===== src/rtl/booth_mac_if.sv =====
// ============================================================================
// Module   : booth_mac_if
// Function : Operand-in / frame-result-out valid/ready bundle for booth_mac_acc.
// Revision : 1.0  initial release
// ============================================================================
`default_nettype none

interface booth_mac_if #(
    parameter int ACC_W = 32,
    parameter int CNT_W = 8
);
    logic             in_valid;
    logic             in_ready;
    logic [11:0]      in_a;
    logic [11:0]      in_b;
    logic             in_last;
    logic             out_valid;
    logic             out_ready;
    logic [ACC_W-1:0] out_acc;
    logic [CNT_W-1:0] out_cnt;
    logic             out_ovf;

    modport master (
        output in_valid, in_a, in_b, in_last, out_ready,
        input  in_ready, out_valid, out_acc, out_cnt, out_ovf
    );

    modport slave (
        input  in_valid, in_a, in_b, in_last, out_ready,
        output in_ready, out_valid, out_acc, out_cnt, out_ovf
    );
endinterface

`default_nettype wire


===== src/rtl/booth_mac_acc.sv =====
// ============================================================================
// Module   : booth_mac_acc (+ Wallace_12x12 multiplier core)
// Function : Two-stage pipelined 12x12 multiply feeding a framed accumulator;
//            SAT_EN selects saturating instead of wrapping accumulation.
// Revision : 1.0  initial release
// ============================================================================
`default_nettype none

module booth_mac_acc #(
    parameter int ACC_W = 32,
    parameter int CNT_W = 8
) (
    input  wire logic       clk,
    input  wire logic       rst_n,
    input  wire logic       clear,
    booth_mac_if.slave      bus
);
    typedef enum logic [1:0] {
        S_ACCUM = 2'd0,
        S_FLUSH = 2'd1,
        S_HOLD  = 2'd2
    } state_t;

    localparam logic [CNT_W-1:0] c_cnt_max = '1;
    localparam logic [ACC_W-1:0] c_acc_max = '1;

    state_t           r_state;
    logic [11:0]      r_a, r_b;
    logic             r_v1, r_l1, r_v2, r_l2;
    logic [23:0]      r_prod;
    logic [ACC_W-1:0] r_acc;
    logic [CNT_W-1:0] r_cnt;
    logic             r_ovf;
    logic             r_out_valid;

    logic             w_accept;
    logic [23:0]      w_prod;
    logic [ACC_W:0]   w_sum;

    Wallace_12x12 u_mul (
        .a (r_a),
        .b (r_b),
        .p (w_prod)
    );

    assign w_accept = bus.in_valid && (r_state == S_ACCUM);
    // Top bit of the widened sum is the accumulator carry-out.
    assign w_sum    = {1'b0, r_acc} + {{(ACC_W-23){1'b0}}, r_prod};

    always_ff @(posedge clk or negedge rst_n) begin
        if (!rst_n) begin
            r_state     <= S_ACCUM;
            r_a         <= '0;
            r_b         <= '0;
            r_v1        <= 1'b0;
            r_l1        <= 1'b0;
            r_v2        <= 1'b0;
            r_l2        <= 1'b0;
            r_prod      <= '0;
            r_acc       <= '0;
            r_cnt       <= '0;
            r_ovf       <= 1'b0;
            r_out_valid <= 1'b0;
        end else if (clear) begin
            r_state     <= S_ACCUM;
            r_v1        <= 1'b0;
            r_l1        <= 1'b0;
            r_v2        <= 1'b0;
            r_l2        <= 1'b0;
            r_acc       <= '0;
            r_cnt       <= '0;
            r_ovf       <= 1'b0;
            r_out_valid <= 1'b0;
        end else begin
            r_v1 <= w_accept;
            if (w_accept) begin
                r_a  <= bus.in_a;
                r_b  <= bus.in_b;
                r_l1 <= bus.in_last;
            end
            r_v2   <= r_v1;
            r_l2   <= r_l1;
            r_prod <= w_prod;

            if (r_v2) begin
`ifdef SAT_EN
                r_acc <= w_sum[ACC_W] ? c_acc_max : w_sum[ACC_W-1:0];
`else
                r_acc <= w_sum[ACC_W-1:0];
`endif
                r_ovf <= r_ovf | w_sum[ACC_W];
                if (r_cnt != c_cnt_max)
                    r_cnt <= r_cnt + 1'b1;
            end

            case (r_state)
                S_ACCUM: begin
                    if (w_accept && bus.in_last)
                        r_state <= S_FLUSH;
                end
                S_FLUSH: begin
                    if (r_v2 && r_l2) begin
                        r_state     <= S_HOLD;
                        r_out_valid <= 1'b1;
                    end
                end
                S_HOLD: begin
                    // Pipeline is empty here, so clearing cannot race an add.
                    if (bus.out_ready) begin
                        r_state     <= S_ACCUM;
                        r_out_valid <= 1'b0;
                        r_acc       <= '0;
                        r_cnt       <= '0;
                        r_ovf       <= 1'b0;
                    end
                end
                default: r_state <= S_ACCUM;
            endcase
        end
    end

    assign bus.in_ready  = (r_state == S_ACCUM);
    assign bus.out_valid = r_out_valid;
    assign bus.out_acc   = r_acc;
    assign bus.out_cnt   = r_cnt;
    assign bus.out_ovf   = r_ovf;
endmodule

// Radix-4 Booth recoding of the unsigned multiplier into seven partial
// products, reduced by a carry-save chain and one final carry-propagate add.
module Wallace_12x12 (
    input  wire logic [11:0] a,
    input  wire logic [11:0] b,
    output logic      [23:0] p
);
    logic [14:0] w_bx;
    logic [23:0] w_pp [7];
    logic [23:0] w_s, w_c, w_t;

    assign w_bx = {2'b00, b, 1'b0};

    genvar gi;
    generate
        for (gi = 0; gi < 7; gi++) begin : g_pp
            logic [23:0] w_m1, w_m2, w_d;
            assign w_m1 = {12'b0, a};
            assign w_m2 = {11'b0, a, 1'b0};
            always_comb begin
                case (w_bx[2*gi+2 -: 3])
                    3'b001, 3'b010: w_d = w_m1;
                    3'b011:         w_d = w_m2;
                    3'b100:         w_d = -w_m2;
                    3'b101, 3'b110: w_d = -w_m1;
                    default:        w_d = '0;
                endcase
            end
            assign w_pp[gi] = w_d << (2*gi);
        end
    endgenerate

    always_comb begin
        w_s = '0;
        w_c = '0;
        w_t = '0;
        for (int i = 0; i < 7; i++) begin
            w_t = w_s ^ w_c ^ w_pp[i];
            w_c = ((w_s & w_c) | (w_s & w_pp[i]) | (w_c & w_pp[i])) << 1;
            w_s = w_t;
        end
    end

    assign p = w_s + w_c;
endmodule

`default_nettype wire


===== src/flat_wrapper.sv =====
// flat-port wrapper written by rule: the top's interface ports become plain ports
module booth_mac_acc_flat 
#(
    parameter int ACC_W = 32,
    parameter int CNT_W = 8
)
  (clk, rst_n, clear, bus_in_valid, bus_in_a, bus_in_b, bus_in_last, bus_out_ready, bus_in_ready, bus_out_valid, bus_out_acc, bus_out_cnt, bus_out_ovf);
  booth_mac_if #(.ACC_W(ACC_W), .CNT_W(CNT_W)) bus_i ();
  input  wire logic clk;
  input  wire logic rst_n;
  input  wire logic clear;
  input wire logic [$bits(bus_i.in_valid)-1:0] bus_in_valid;
  input wire logic [$bits(bus_i.in_a)-1:0] bus_in_a;
  input wire logic [$bits(bus_i.in_b)-1:0] bus_in_b;
  input wire logic [$bits(bus_i.in_last)-1:0] bus_in_last;
  input wire logic [$bits(bus_i.out_ready)-1:0] bus_out_ready;
  output wire logic [$bits(bus_i.in_ready)-1:0] bus_in_ready;
  output wire logic [$bits(bus_i.out_valid)-1:0] bus_out_valid;
  output wire logic [$bits(bus_i.out_acc)-1:0] bus_out_acc;
  output wire logic [$bits(bus_i.out_cnt)-1:0] bus_out_cnt;
  output wire logic [$bits(bus_i.out_ovf)-1:0] bus_out_ovf;
  assign bus_i.in_valid = bus_in_valid;
  assign bus_i.in_a = bus_in_a;
  assign bus_i.in_b = bus_in_b;
  assign bus_i.in_last = bus_in_last;
  assign bus_i.out_ready = bus_out_ready;
  assign bus_in_ready = bus_i.in_ready;
  assign bus_out_valid = bus_i.out_valid;
  assign bus_out_acc = bus_i.out_acc;
  assign bus_out_cnt = bus_i.out_cnt;
  assign bus_out_ovf = bus_i.out_ovf;
  booth_mac_acc #(.ACC_W(ACC_W), .CNT_W(CNT_W)) u_core (.clk(clk), .rst_n(rst_n), .clear(clear), .bus(bus_i));
endmodule

===== config.mk =====
export PLATFORM = sky130hd
export DESIGN_NAME = booth_mac_acc_flat
export DESIGN_NICKNAME = d
export VERILOG_FILES = /design/src/rtl/booth_mac_if.sv /design/src/rtl/booth_mac_acc.sv /design/src/flat_wrapper.sv
export SDC_FILE = /design/constraint.sdc
export NUM_CORES = 1
export LEC_CHECK = 0
export ABC_CLOCK_PERIOD_IN_PS = 6900
export CAP_MARGIN = 15
export CORE_ASPECT_RATIO = 1.5
export CORE_MARGIN = 3
export CORE_UTILIZATION = 50
export DETAILED_ROUTE_END_ITERATION = 16
export HOLD_SLACK_MARGIN = 0.12
export PLACE_DENSITY = 0.71
export SETUP_SLACK_MARGIN = 0.2
export SLEW_MARGIN = 5
export SYNTH_ARGS = -nofsm -noshare
export SYNTH_HDL_FRONTEND = slang
export SYNTH_SLANG_ARGS = --single-unit

===== constraint.sdc =====
create_clock -name clk -period 6.9 [get_ports clk]
set_input_delay 1.38 -clock clk [delete_from_list [all_inputs] [get_ports clk]]
set_output_delay 1.38 -clock clk [all_outputs]
set_load 0.1 [all_outputs]

==> impl_metrics.toml <==
[logic_synthesis]
synth_seq_cells = 96
synthCells = 1476
yosysTopAreaCell = "dfrtp_1"
syn_area_per_cell_um2 = 8.08
synth_nets = 1660
yosysTopAreaCellShare_pct = 20.1
async_reset_ff_share_pct = 100
syn_area_um2 = 11900
ys_warn_count = 0
synth_edf_count = 0
seq_area_frac_synth_pct = 20.1
netlist_top_cells_area = "dfrtp_1, fa_1, ha_1, nand2_1, a21oi_1"
ys_types = 75
ys.flop_type = "dfrtp_1"

[job]
maxCapViolations = 0

[setup_path]
cp_num_cells = 24
reg2reg_from = "u_core.r_a[1]"
timing.critical_path.mode_cell = "fa_1"
crit_chain = "buf_6 > or4_4 > nor4_4 > nand2_2 > xor2_1 > mux2_4 > a22oi_2 > nor2_1 > a311oi_2 > buf_4 > fa_1 > fa_1 > fa_1 > fa_1 > fa_1 > inv_1 > ha_2 > inv_2 > o21bai_1 > nand3_1 > a41oi_2 > a21oi_2 > or4b_4 > nand3_2"
worst_ep_arrival_time_ns = 7.16
reg2reg_to = "u_core.r_prod[22]"
reg2reg_depth = 24
critPathMaxStageDelay_ns = 0.61
crit_buf_inv = 4
crit_end = "u_core.r_prod[22]"
cp_max_fo = 4
slowest_stage = "fa_1"
startpoint = "u_core.r_a[1]"
crit_required_ns = 7.20
crit_family = "adder cells"
endpoint_kind = "register"
start_kind = "register"
crit_type = "register to register"
reg2reg_slack_ns = 0.04

[clocking]
clkLatencyLatePin_ns = 0.37
clock_path_buffers = 2
cts_root_buf = "clkbuf_16"
clock_sinks = 96
cts_max_level = 3
cts_buffers = 9
cts_tree = "built"
clk_pin_slew_ns = 0.07

[timing]
fmax_ghz = 0.146
hold_ws_ns = 0.488
rsz0062_at_grt = "true"
max-slew-margin-rel_pct = 22.6
setup_violations = 0
hold_violations = 0
post-route-period-util_pct = 99.4
min_period_ns = 6.86
finClkSkew_ns = 0.0133
slew_violations = 0
worstMarginPinSlew_ns = 1.16

[floorplanning]
pin_count = 73
core_region_area_um2 = 23200
die_w_um = 132
die_y_um = 195
die_area_um2 = 25800
placementRows = 68
initial_core_util_pct = 51.3

[hold_path]
hold_class = "register to register"
worstHoldStart = "u_core.r_v1"

[run_status]
status = "finished clean"

[routing]
vias = 11300
dr.pass1.iters = 6
wl_per_cell_um = 18.2
postRouteAntennaNets = 0
drcViolationCount = 0
routed_via_density = 6.03
drt_iter0_markers = 739
wl_um = 34100

[finish]
syn2layout_area_growth_pct = 18.5
diodes = 0
fillers = 2092
drive_gt1_share_pct = 17.4
final_nets = 1738

[grt]
grt.overflow.total = 0
grt_pass1_vias = 11300
globalRouteTotalUtil_pct = 26.5
antenna_found_initial = 0
grt_max_degree = 66
grt_pass1_wl_um = 55900

[placement]
hpwlAfterDp_um = 26500
gp_congestion = 0.966
port_buffers = 72
[through the flow]
| step | instance area (um2) | setup TNS [ns] | setup WS, ns | util (%) | cells |
|---|---|---|---|---|---|
| 5_1_grt | 14100 | -0.680 | -0.246 | 60.9 | 1874 |
| 3_3_place_gp | 13400 | -0.0342 | -0.0203 | 57.8 | 1845 |
| 2_1_floorplan | 12100 | -0.593 | -0.202 | - | 1476 |
| 4_1_cts | 14000 | 0 | 0.101 | 60.2 | 1868 |
| 3_5_place_dp | 13400 | -0.204 | -0.0637 | 57.8 | 1845 |
| 6_report | 14100 | 0 | 0.0390 | 60.9 | 1874 |
[routing by layer]
metal | global-route usage (%) | share of wire (%) | vias to the layer above
met5 | 0 | 0 | -
met3 | 3.30 | 4.5 | 151
li1 | - | - | 5344
met2 | 48.4 | 51 | 384
met4 | 16.8 | 7.5 | 0
met1 | 28.8 | 37 | 5421
[registers in the layout (all words and copies together), names as in the netlist]
register and count:
u_core.bus.out_acc 32, u_core.bus.out_cnt 8, u_core.r_a 12, u_core.bus.out_valid 1, u_core.r_v2 1, u_core.r_v1 1
u_core.r_b 12, u_core.bus.out_ovf 1, u_core.r_prod 24, u_core.r_l2 1, u_core.r_state 2, u_core.r_l1 1
[kinds of logic (layout without fill, tap and decap cells)]
family | count (synthesis) | count (layout) | share of synthesized area [%]
buffers and inverters | 211 | 294 | 6.86
DFF | 96 | 96 | 20.1
and+or+nand+nor | 456 | 456 | 18.2
muxes | 75 | 75 | 6.63
AOI/OAI and AO/OA | 409 | 409 | 21.4
xor gates and xnor gates | 75 | 75 | 5.75
adders and majority gates | 154 | 154 | 21.0
[how the worst min path moves through the flow]
stage	end	slack [ns]	depth (start not counted)
after floorplan	u_core.r_v2	0.44	1
after global placement	u_core.r_v2	0.44	1
after detailed placement	u_core.r_v2	0.47	1
final	u_core.r_v2	0.49	1
after global routing	u_core.r_v2	0.51	1
after CTS	u_core.r_v2	0.49	1
[placed cells by master (no fill, tap or decap), types with 27 or more instances in the layout]
cell and count:
a21oi_1 109, o21ai_0 103, inv_1 83, buf_4 106, mux2i_1 43, xor2_1 27, nor2_1 123, nand3_1 36
clkdlybuf4s50_1 70, nand2_1 163, mux2_2 30, xnor2_1 38, fa_1 60, a211oi_1 28, ha_1 65, dfrtp_1 93
[cell usage after synthesis, types with 19 or more instances]
library cell  number
ha_1              77
dfrtp_1           96
fa_1              77
inv_1             91
nand3_1           37
mux2i_1           43
xnor2_1           44
a21oi_1          116
a211oi_1          31
nor2_1           126
clkbuf_1          87
buf_1             19
nand2_1          168
o21ai_0          116
mux2_2            32
xor2_1            28
[layout make-up]
class	instances	area (um2)	area share, %
inverter	96	370	2.62
tap	315	394	2.79
clock buffer	10	239	1.69
sequential	96	2410	17.0
multi-input combinational	1169	9110	64.4
timing repair buffer	182	1570	11.1
clock inverter	6	52.6	0.372
[worst register-to-register path: cells and delay by family (launching register included)]
kind	cells	cell delay, ns
multiplexers	1	0.29
adder cells (fa/ha/maj)	6	2.90
buffers and inverters	4	0.37
flip-flops	1	0.44
XOR/XNOR	1	0.17
AND/OR/NAND/NOR	7	1.75
AO/OA/AOI/OAI	5	0.90
[timing repair]
action / 4_1_cts / 5_1_grt
endpoints found under the setup margin: 7 / 7
gates resized for setup: 49 / 33
hold buffers: 0 / 0
pin swaps: 35 / 34
buffers inserted: 7 / 6
Power is not shown: default switching activity piles up to over one toggle a cycle in this logic, so the estimate is an artifact.
